### src/rtl/multi_tap_track_pkg.sv
// multi_tap_track_pkg: default widths and saturation-limit helpers shared by the
// multi-tap code correlator and its per-tap accumulators.
`default_nettype none

package multi_tap_track_pkg;

  localparam int DEF_SIG_WIDTH   = 4;
  localparam int DEF_ACC_WIDTH   = 16;
  localparam int DEF_NUM_TAPS    = 3;
  localparam int DEF_TAP_SPACING = 2;
  localparam int DEF_CNT_WIDTH   = 16;

  // Largest / smallest value representable in a w-bit two's complement word.
  function automatic longint acc_max(input int unsigned w);
    return (64'sd1 <<< (w - 1)) - 64'sd1;
  endfunction

  function automatic longint acc_min(input int unsigned w);
    return -(64'sd1 <<< (w - 1));
  endfunction

endpackage

`default_nettype wire

### src/rtl/tap_accumulator.sv
// tap_accumulator: one I/Q saturating accumulator pair; exposes the clamped
// running sum including the current addend so the epoch sample reaches the dump.
`default_nettype none

module tap_accumulator
  import multi_tap_track_pkg::*;
#(
  parameter int ACC_WIDTH = DEF_ACC_WIDTH
) (
  input  logic                        clk_i,
  input  logic                        rst_i,
  input  logic                        flush_i,
  input  logic                        en_i,
  input  logic                        restart_i,
  input  logic signed [ACC_WIDTH-1:0] add_i_i,
  input  logic signed [ACC_WIDTH-1:0] add_q_i,
  output logic signed [ACC_WIDTH-1:0] sum_i_o,
  output logic signed [ACC_WIDTH-1:0] sum_q_o,
  output logic                        sat_o
);

  localparam logic signed [ACC_WIDTH:0] C_MAX = (ACC_WIDTH + 1)'(acc_max(ACC_WIDTH));
  localparam logic signed [ACC_WIDTH:0] C_MIN = (ACC_WIDTH + 1)'(acc_min(ACC_WIDTH));

  logic signed [ACC_WIDTH-1:0] acc_i_q, acc_i_d;
  logic signed [ACC_WIDTH-1:0] acc_q_q, acc_q_d;
  logic signed [ACC_WIDTH:0]   raw_i, raw_q;
  logic                        sat_i, sat_q;

  // One guard bit is enough: two in-range operands cannot overflow ACC_WIDTH+1.
  assign raw_i = {acc_i_q[ACC_WIDTH-1], acc_i_q} + {add_i_i[ACC_WIDTH-1], add_i_i};
  assign raw_q = {acc_q_q[ACC_WIDTH-1], acc_q_q} + {add_q_i[ACC_WIDTH-1], add_q_i};

  always_comb begin
    sum_i_o = raw_i[ACC_WIDTH-1:0];
    sat_i   = 1'b0;
    if (raw_i > C_MAX) begin
      sum_i_o = C_MAX[ACC_WIDTH-1:0];
      sat_i   = 1'b1;
    end else if (raw_i < C_MIN) begin
      sum_i_o = C_MIN[ACC_WIDTH-1:0];
      sat_i   = 1'b1;
    end
  end

  always_comb begin
    sum_q_o = raw_q[ACC_WIDTH-1:0];
    sat_q   = 1'b0;
    if (raw_q > C_MAX) begin
      sum_q_o = C_MAX[ACC_WIDTH-1:0];
      sat_q   = 1'b1;
    end else if (raw_q < C_MIN) begin
      sum_q_o = C_MIN[ACC_WIDTH-1:0];
      sat_q   = 1'b1;
    end
  end

  assign sat_o = en_i & (sat_i | sat_q);

  always_comb begin
    acc_i_d = acc_i_q;
    acc_q_d = acc_q_q;
    if (flush_i) begin
      acc_i_d = '0;
      acc_q_d = '0;
    end else if (en_i) begin
      acc_i_d = restart_i ? '0 : sum_i_o;
      acc_q_d = restart_i ? '0 : sum_q_o;
    end
  end

  always_ff @(posedge clk_i or posedge rst_i) begin
    if (rst_i) begin
      acc_i_q <= '0;
      acc_q_q <= '0;
    end else begin
      acc_i_q <= acc_i_d;
      acc_q_q <= acc_q_d;
    end
  end

endmodule

`default_nettype wire

### src/rtl/multi_tap_track.sv
// multi_tap_track: NUM_TAPS-tap code wipe-off and saturating integrate-and-dump
// with a two-stage pipeline and a valid/ready dump interface.
`default_nettype none

module multi_tap_track
  import multi_tap_track_pkg::*;
#(
  parameter int SIG_WIDTH   = DEF_SIG_WIDTH,
  parameter int ACC_WIDTH   = DEF_ACC_WIDTH,
  parameter int NUM_TAPS    = DEF_NUM_TAPS,
  parameter int TAP_SPACING = DEF_TAP_SPACING,
  parameter int CNT_WIDTH   = DEF_CNT_WIDTH
) (
  input  logic                          clk,
  input  logic                          global_reset,
  input  logic                          clear,
  input  logic                          sample_valid,
  input  logic signed [SIG_WIDTH-1:0]   sig_i,
  input  logic signed [SIG_WIDTH-1:0]   sig_q,
  input  logic                          ca_bit,
  input  logic                          epoch,
  output logic                          dump_valid,
  input  logic                          dump_ready,
  output logic [NUM_TAPS*ACC_WIDTH-1:0] dump_i,
  output logic [NUM_TAPS*ACC_WIDTH-1:0] dump_q,
  output logic [CNT_WIDTH-1:0]          dump_count,
  output logic                          dump_saturated,
  output logic                          dump_overrun
);

  localparam int DL_LEN = (NUM_TAPS - 1) * TAP_SPACING;

  logic [NUM_TAPS-1:0] tap_bit;

  assign tap_bit[0] = ca_bit;

  generate
    if (DL_LEN > 0) begin : g_dline
      logic [DL_LEN-1:0] dline_q, dline_d;

      // Bit 0 holds the previous valid sample's code bit, bit d-1 the one d samples back.
      always_comb begin
        dline_d = dline_q;
        if (sample_valid) dline_d = (dline_q << 1) | DL_LEN'(ca_bit);
      end

      always_ff @(posedge clk or posedge global_reset) begin
        if (global_reset) dline_q <= '0;
        else              dline_q <= dline_d;
      end

      for (genvar k = 1; k < NUM_TAPS; k++) begin : g_tapsel
        assign tap_bit[k] = dline_q[k*TAP_SPACING-1];
      end
    end
  endgenerate

  // Stage 1: wiped samples per tap
  logic                        s1_valid_q, s1_valid_d;
  logic                        s1_epoch_q, s1_epoch_d;
  logic signed [ACC_WIDTH-1:0] s1_wi_q [NUM_TAPS];
  logic signed [ACC_WIDTH-1:0] s1_wq_q [NUM_TAPS];
  logic signed [ACC_WIDTH-1:0] s1_wi_d [NUM_TAPS];
  logic signed [ACC_WIDTH-1:0] s1_wq_d [NUM_TAPS];
  logic signed [ACC_WIDTH-1:0] sig_i_ext, sig_q_ext;

  assign sig_i_ext = ACC_WIDTH'(sig_i);
  assign sig_q_ext = ACC_WIDTH'(sig_q);

  always_comb begin
    s1_valid_d = sample_valid & ~clear;
    s1_epoch_d = sample_valid & epoch & ~clear;
    for (int k = 0; k < NUM_TAPS; k++) begin
      s1_wi_d[k] = tap_bit[k] ? sig_i_ext : -sig_i_ext;
      s1_wq_d[k] = tap_bit[k] ? sig_q_ext : -sig_q_ext;
    end
  end

  // Stage 2: accumulate, count, dump
  logic                        acc_en;
  logic                        load;
  logic signed [ACC_WIDTH-1:0] sum_i [NUM_TAPS];
  logic signed [ACC_WIDTH-1:0] sum_q [NUM_TAPS];
  logic [NUM_TAPS-1:0]         tap_sat;
  logic                        sat_any;

  assign acc_en  = s1_valid_q & ~clear;
  assign load    = acc_en & s1_epoch_q;
  assign sat_any = |tap_sat;

  generate
    for (genvar k = 0; k < NUM_TAPS; k++) begin : g_tap
      tap_accumulator #(
        .ACC_WIDTH(ACC_WIDTH)
      ) u_tap (
        .clk_i     (clk),
        .rst_i     (global_reset),
        .flush_i   (clear),
        .en_i      (acc_en),
        .restart_i (s1_epoch_q),
        .add_i_i   (s1_wi_q[k]),
        .add_q_i   (s1_wq_q[k]),
        .sum_i_o   (sum_i[k]),
        .sum_q_o   (sum_q[k]),
        .sat_o     (tap_sat[k])
      );
    end
  endgenerate

  logic [CNT_WIDTH-1:0]          cnt_q, cnt_d, cnt_inc;
  logic                          flag_q, flag_d;
  logic [NUM_TAPS*ACC_WIDTH-1:0] dump_i_q, dump_i_d;
  logic [NUM_TAPS*ACC_WIDTH-1:0] dump_q_q, dump_q_d;
  logic [CNT_WIDTH-1:0]          dump_cnt_q, dump_cnt_d;
  logic                          dump_sat_q, dump_sat_d;
  logic                          dump_valid_q, dump_valid_d;
  logic                          overrun_q, overrun_d;

  assign cnt_inc = (&cnt_q) ? cnt_q : cnt_q + CNT_WIDTH'(1);

  always_comb begin
    cnt_d        = cnt_q;
    flag_d       = flag_q;
    dump_i_d     = dump_i_q;
    dump_q_d     = dump_q_q;
    dump_cnt_d   = dump_cnt_q;
    dump_sat_d   = dump_sat_q;
    dump_valid_d = dump_valid_q;
    overrun_d    = 1'b0;

    if (clear) begin
      cnt_d  = '0;
      flag_d = 1'b0;
    end else if (acc_en) begin
      cnt_d  = s1_epoch_q ? '0 : cnt_inc;
      flag_d = s1_epoch_q ? 1'b0 : (flag_q | sat_any);
    end

    if (load) begin
      for (int k = 0; k < NUM_TAPS; k++) begin
        dump_i_d[k*ACC_WIDTH +: ACC_WIDTH] = sum_i[k];
        dump_q_d[k*ACC_WIDTH +: ACC_WIDTH] = sum_q[k];
      end
      dump_cnt_d   = cnt_inc;
      dump_sat_d   = flag_q | sat_any;
      dump_valid_d = 1'b1;
      // A load in the same cycle as a transfer replaces a dump that was consumed.
      overrun_d    = dump_valid_q & ~dump_ready;
    end else if (dump_valid_q && dump_ready) begin
      dump_valid_d = 1'b0;
    end
  end

  always_ff @(posedge clk or posedge global_reset) begin
    if (global_reset) begin
      s1_valid_q   <= 1'b0;
      s1_epoch_q   <= 1'b0;
      for (int k = 0; k < NUM_TAPS; k++) begin
        s1_wi_q[k] <= '0;
        s1_wq_q[k] <= '0;
      end
      cnt_q        <= '0;
      flag_q       <= 1'b0;
      dump_i_q     <= '0;
      dump_q_q     <= '0;
      dump_cnt_q   <= '0;
      dump_sat_q   <= 1'b0;
      dump_valid_q <= 1'b0;
      overrun_q    <= 1'b0;
    end else begin
      s1_valid_q   <= s1_valid_d;
      s1_epoch_q   <= s1_epoch_d;
      for (int k = 0; k < NUM_TAPS; k++) begin
        s1_wi_q[k] <= s1_wi_d[k];
        s1_wq_q[k] <= s1_wq_d[k];
      end
      cnt_q        <= cnt_d;
      flag_q       <= flag_d;
      dump_i_q     <= dump_i_d;
      dump_q_q     <= dump_q_d;
      dump_cnt_q   <= dump_cnt_d;
      dump_sat_q   <= dump_sat_d;
      dump_valid_q <= dump_valid_d;
      overrun_q    <= overrun_d;
    end
  end

  assign dump_valid     = dump_valid_q;
  assign dump_i         = dump_i_q;
  assign dump_q         = dump_q_q;
  assign dump_count     = dump_cnt_q;
  assign dump_saturated = dump_sat_q;
  assign dump_overrun   = overrun_q;

endmodule

`default_nettype wire
### config.mk
export PLATFORM = sky130hd
export DESIGN_NAME = multi_tap_track
export DESIGN_NICKNAME = d
export VERILOG_FILES = /design/src/rtl/multi_tap_track_pkg.sv /design/src/rtl/tap_accumulator.sv /design/src/rtl/multi_tap_track.sv
export SDC_FILE = /design/constraint.sdc
export NUM_CORES = 1
export LEC_CHECK = 0
export ABC_AREA = 0
export CAP_MARGIN = 15
export CORE_AREA = 4 4 182 184
export DETAILED_ROUTE_END_ITERATION = 16
export DIE_AREA = 0 0 186 188
export DONT_BUFFER_PORTS = 1
export GPL_ROUTABILITY_DRIVEN = 0
export RECOVER_POWER = 100
export SLEW_MARGIN = 10
export SYNTH_ARGS = -nofsm -noshare
export SYNTH_HDL_FRONTEND = slang
export SYNTH_SLANG_ARGS = --single-unit
### constraint.sdc
create_clock -name clk -period 10.9 [get_ports clk]
set_clock_uncertainty 0.15 [all_clocks]
set_input_delay 1.09 -clock clk [delete_from_list [all_inputs] [get_ports clk]]
set_output_delay 1.09 -clock clk [all_outputs]
set_load 0.03 [all_outputs]
### After elaboration in Yosys (flattened, before gate mapping)

Cells that the tools add are included.

| operators by class | value |
|---|---|
| reductions and logical operators | 5 |
| $add $sub $neg | 9 |
| bitwise logic cells | 16 |
| magnitude comparators | 12 |
| multiplexer cells | 58 |

Operators by type and width:

| kind | count |
|---|---|
| 16-bit 2-to-1 mux | 40 |
| 16-bit by 16-bit adder with 17-bit output | 6 |
| 17-bit by 16-bit greater-than comparator with 1-bit output (second input constant) | 6 |
| 17-bit by 16-bit less-than comparator with 1-bit output (second input constant) | 6 |
| 4-bit negation with 16-bit output | 2 |
| 1-bit 2-to-1 mux | 18 |
| 16-bit by 1-bit adder with 16-bit output (second input constant) | 1 |
| 16-bit AND reduction | 1 |
| 1-bit AND | 9 |
| 1-bit bitwise OR | 4 |
| 4-bit by 1-bit bitwise OR with 4-bit output | 1 |
| 2-bit nonzero test | 2 |
| 3-bit OR reduction | 1 |
| 1-bit NOT | 2 |
| 1-bit logical AND | 1 |

| word-level totals | value |
|---|---|
| flip-flop bits (word level) | 330 |
| logic and storage cells | 123 |
| output and inout port bits | 115 |

### Depth between registers and ports, before layout

| logic depth | value |
|---|---|
| word-level depth | 11 |
| gate-level depth with buffers | 14 |
| mapped depth without buffers | 12 |

### Hierarchy

From an unflattened synthesis, not the netlist that was laid out.

| second synthesis, totals | value |
|---|---|
| cell total of the unflattened synthesis | 1799 |
| area, all modules | 16953.8 um^2 |

By module, submodules not included:

| module | area an instance (um^2) | instances | seq. area each (um^2) | cells each |
|---|---|---|---|---|
| multi_tap_track | 7576.0 | 1 | 4704.5 | 787 |
| tap_accumulator (g_tap[0].u_tap) | 3196.8 | 1 | 800.8 | 357 |
| tap_accumulator (g_tap[1].u_tap) | 3135.5 | 1 | 800.8 | 348 |
| tap_accumulator (g_tap[2].u_tap) | 3045.4 | 1 | 800.8 | 307 |

### Worst setup path before layout

Ideal clock, no wire load.

| timing path | value |
|---|---|
| path kind | register to register |
| from | register s1_wi_q[0] (netlist bit) |
| to | register dump_sat_q, in the netlist dump_saturated |
| data required time | 10.625 ns |
| clock period less this slack | 3.061 ns |
| stages on the path, launching flop included | 13 |
| arrival time | 2.787 ns |
| slack | 7.839 ns |
| cells stage by stage | dfrtp_1 > ha_1 > inv_1 > fa_1 > nand2b_1 > a211oi_1 > o21ai_0 > a311oi_1 > o22ai_2 > xnor2_1 > nor4_2 > nand4_1 > mux2_2 |

| between the ends | value |
|---|---|
| longest elaborated chain between the ends | 8 |
| elaborated cells between the ends (all ways) | 9 |

RTL lines:

| element | line | source |
|---|---|---|
| from (decl) | multi_tap_track.sv:61 | `logic signed [ACC_WIDTH-1:0] s1_wi_q [NUM_TAPS];` |
| from (signal, indexed assignment) | multi_tap_track.sv:174 | `s1_wi_q[k] <= s1_wi_d[k];` |
| 16-bit by 16-bit adder with 17-bit output (*) | tap_accumulator.sv:31 | `assign raw_i = {acc_i_q[ACC_WIDTH-1], acc_i_q} + {add_i_i[ACC_WIDTH-1], add_i_i};` |
| 17-bit by 16-bit less-than comparator with 1-bit output | tap_accumulator.sv:40 | `end else if (raw_i < C_MIN) begin` |
| 1-bit 2-to-1 mux | tap_accumulator.sv:40 |  |
| 1-bit 2-to-1 mux (*) | tap_accumulator.sv:37 | `if (raw_i > C_MAX) begin` |
| 1-bit bitwise OR (*) | tap_accumulator.sv:58 | `assign sat_o = en_i & (sat_i \| sat_q);` |
| 1-bit AND (*) | tap_accumulator.sv:58 |  |
| 3-bit OR reduction (*) | multi_tap_track.sv:89 | `assign sat_any = \|tap_sat;` |
| 1-bit bitwise OR (*) | multi_tap_track.sv:145 | `dump_sat_d = flag_q \| sat_any;` |
| to (signal assigned) | multi_tap_track.sv:182 | `dump_sat_q <= dump_sat_d;` |
| to (decl) | multi_tap_track.sv:115 | `logic dump_sat_q, dump_sat_d;` |

Mark *: on every way between the ends. The rest lies on a longest branch, timed or not.
A chain may end at the register's enable or synchronous reset.

### Worst setup path after layout

| timing path | value |
|---|---|
| from | input clear |
| to | register flag_q |

| between the ends | value |
|---|---|
| longest elaborated chain between the ends | 8 |
| elaborated cells between the ends (all ways) | 11 |

RTL lines:

| element | line | source |
|---|---|---|
| from (decl) | multi_tap_track.sv:16 | `input logic clear,` |
| 1-bit NOT | multi_tap_track.sv:87 | `assign acc_en = s1_valid_q & ~clear;` |
| 1-bit AND | multi_tap_track.sv:87 |  |
| 1-bit AND | tap_accumulator.sv:58 |  |
| 3-bit OR reduction | multi_tap_track.sv:89 |  |
| 1-bit bitwise OR | multi_tap_track.sv:136 | `flag_d = s1_epoch_q ? 1'b0 : (flag_q \| sat_any);` |
| 1-bit 2-to-1 mux | multi_tap_track.sv:136 |  |
| 1-bit 2-to-1 mux | multi_tap_track.sv:134 | `end else if (acc_en) begin` |
| 1-bit 2-to-1 mux | multi_tap_track.sv:131 | `if (clear) begin` |
| to (signal assigned) | multi_tap_track.sv:178 | `flag_q <= flag_d;` |
| to (decl) | multi_tap_track.sv:111 | `logic flag_q, flag_d;` |

Parallel ways exist; a longest one is shown, timed or not. The select of a mux whose other input is x is not followed.

==> run metrics <==
chip height 188 um; post-CTS setup buffers 0; CP endpoint kind register; Root Buffer Master clkbuf_16; DR vias 11800; Synth Flop Type dfrtp_1; Max-Cap Viols 6; CTS Sinks 284; number of flops mapped to enable cells by yosys 0; largest family of logic cells by synthesized area compound AO/OA/AOI/OAI gates; CTS Hold Buffers Added 0; TritonCTS Buffers 34; Synth Cell Area 0.0156 mm2; CP startpoint kind primary input; PnR Total Power 3830 uW; Rows 65; diode count 0; H-tree levels 2; Port Buffer Count 0; detailed-route DRC error count 0; clock tree buffer depth 3; most common cell in the netlist o21ai_0; Adder-Cell Fraction of Synth Area 0.102; worst r2r src s1_valid_q; average wire per standard cell 18.2 um; sequential fraction of the synthesis area 0.457; vias in the first global route 11900; post-CTS sizing 0; top-area cell type share of the netlist area 0.457; worst slew pin tran 5.14 ns; largest net degree at the start of global routing 170; Final ANT Viol Nets 0; non-filler instance count after layout 2079; Post-Synthesis Cells 1680; drt via density 5.68; initial DRC count 681; multiplexer area fraction after synthesis 0.0158; Leak 0.00790 uW; num ports 130; setup slack, reg-to-reg 5.25 ns; Max transition margin -2.44; global-route wire length before repair 62200 um; R2R cell count 4; initial antenna violation count 0; die width 186 um; Synth async-reset ratio 1.00; final-report max-slew violation count 376; Achievable Freq 0.172 GHz; final core occ 0.541; CTS tree yes; final setup violation count 0; ratio of cells with drive above 1 in the final layout 0.0501; Max rail drop VDD 0.145 mV; Syn Nets 1806; Skew-Pair Late Insertion Delay 0.51 ns; nets 1778; synth top area cells dfrtp_1 (46%), o21ai_0 (9.9%), ha_1 (8.4%); initial core utilization 0.495; WP data arrival 6.08 ns; P per Cell Area 225 mW/mm2; post-DP HPWL 26200 um; failing checks max-capacitance violations, max-slew violations; Placed Cells 2018; WL final 37700 um; Synth top cells by count o21ai_0 (308), dfrtp_1 (284), nand2_1 (262), a21oi_1 (112), ha_1 (105); Core Area 0.0314 mm2; outcome finished with violations; Post-Place Setup Slack 7.06 ns; Compound-Gate Fraction of Synth Area 0.215; Total GRT Usage 0.216; Post-Synth XOR/XNOR Area 0.0501; TNS Setup 0 ns; simple-gate portion of the synthesized area 0.130; Die ar. 0.0350 mm2; biggest area consumer among synthesized cells dfrtp_1; synthesized area per cell 9.26 um2; RR Endpoint flag_q; synth unique cells 65; number of synthesized register bits 284; Area Overhead vs Synth 9.22%; Tightest Hold Check Type reg2reg; slack of the critical path 5.08 ns; GRT overflow 0; First-pass DRT Iterations 5; Hold Path Stages 2; WP data required 11.16 ns; Worst-path clk slew 0.05 ns; Min-Delay Startpoint g_dline.dline_q[0]; crit path kind in2reg; worst-path fanout max 61; Syn. warnings 0; final hold violations 0; RSZ-0062 raised after global routing false; fin crit period 5.82 ns; Final Cycle Share 0.534; WHS Endpoint g_dline.dline_q[1]
[final cells by class]
type,instances,area (um2)
Sequential cell,284,7110
Clock buffer,53,1040
Fill cell,2892,14400
Timing Repair Buffer,7,50.0
Clock inverter,8,125
Tap cell,402,503
Multi-Input combinational cell,1271,7960
Inverter,54,204
[critical path: stages]
cell      delay [ns]
nor2_1          2.19
clkbuf_1        2.36
nand2_1         0.17
a21boi_0        0.27
[stage by stage]
stage                     hold slack (ns)  area (um2)
after floorplan                     0.294       15600
after global placement              0.308       15900
after detailed placement            0.316       15900
after CTS                           0.329       17000
after global routing                0.361       17000
final                               0.336       17000
[worst max-delay path by stage]
stage | to | slack [ns] | startpoint
finish | flag_q | 5.08 | clear
global route | dump_i[28] | 4.36 | clear
CTS | g_tap[1].u_tap.acc_i_q[4] | 7.04 | s1_wi_q[0]
detailed placement | dump_i[20] | 7.06 | s1_wi_q[0]
global placement | g_tap[2].u_tap.acc_q_q[13] | 7.13 | s1_wq_q[0]
floorplan | cnt_q[0] | 1.82 | global_reset
[state kept, by name, indices dropped and copies added (netlist names), 4 cells and up]
register             count
dump_i                  48
dump_q                  48
g_tap.u_tap.acc_i_q     48
g_tap.u_tap.acc_q_q     48
s1_wi_q                 25
s1_wq_q                 25
cnt_q                   16
dump_count              16
g_dline.dline_q          4
[layout by cell type, fill, tap and decap left out, types with 6 or more instances in the layout]
master	n
o21ai_0	308
nand2b_1	23
nand4_1	8
o21a_1	14
dfrtp_1	284
o22ai_1	7
a211oi_1	15
o21bai_1	7
ha_1	105
nand2_1	262
nor3_1	15
maj3_1	15
xnor2_1	53
clkbuf_16	37
a31oi_1	13
a22o_1	6
xor2_1	36
and3_1	8
nor2_1	74
nor2b_1	14
inv_1	53
mux2_2	15
clkbuf_1	15
o31ai_1	6
or3_1	9
fa_1	6
a21oi_1	112
a21o_1	34
nand3_1	23
o211ai_1	12
[per-layer routing]
layer,global-route usage,vias to the layer above,part of all wire
met5,0,-,0
met4,0.0496,0,0.021
met1,0.295,5654,0.46
met2,0.355,212,0.46
li1,-,5898,-
met3,0.0468,52,0.053
[cells by family (layout without fill, tap and decap cells)]
family          after synthesis  in the layout
compound gates              574            574
xor+xnor                     89             89
fa+ha+maj                   126            126
buf+inv                     125            122
flops                       284            284
mux                          22             22
simple gates                460            460
[power breakdown]
| group | internal (uW) | leakage [uW] | switching (uW) |
|---|---|---|---|
| sequential | 1260 | 0.00371 | 433 |
| clock | 726 | 0.000563 | 440 |
| combinational | 375 | 0.00362 | 599 |
| total | 2360 | 0.00790 | 1470 |
(Power assumes the default switching activity.)
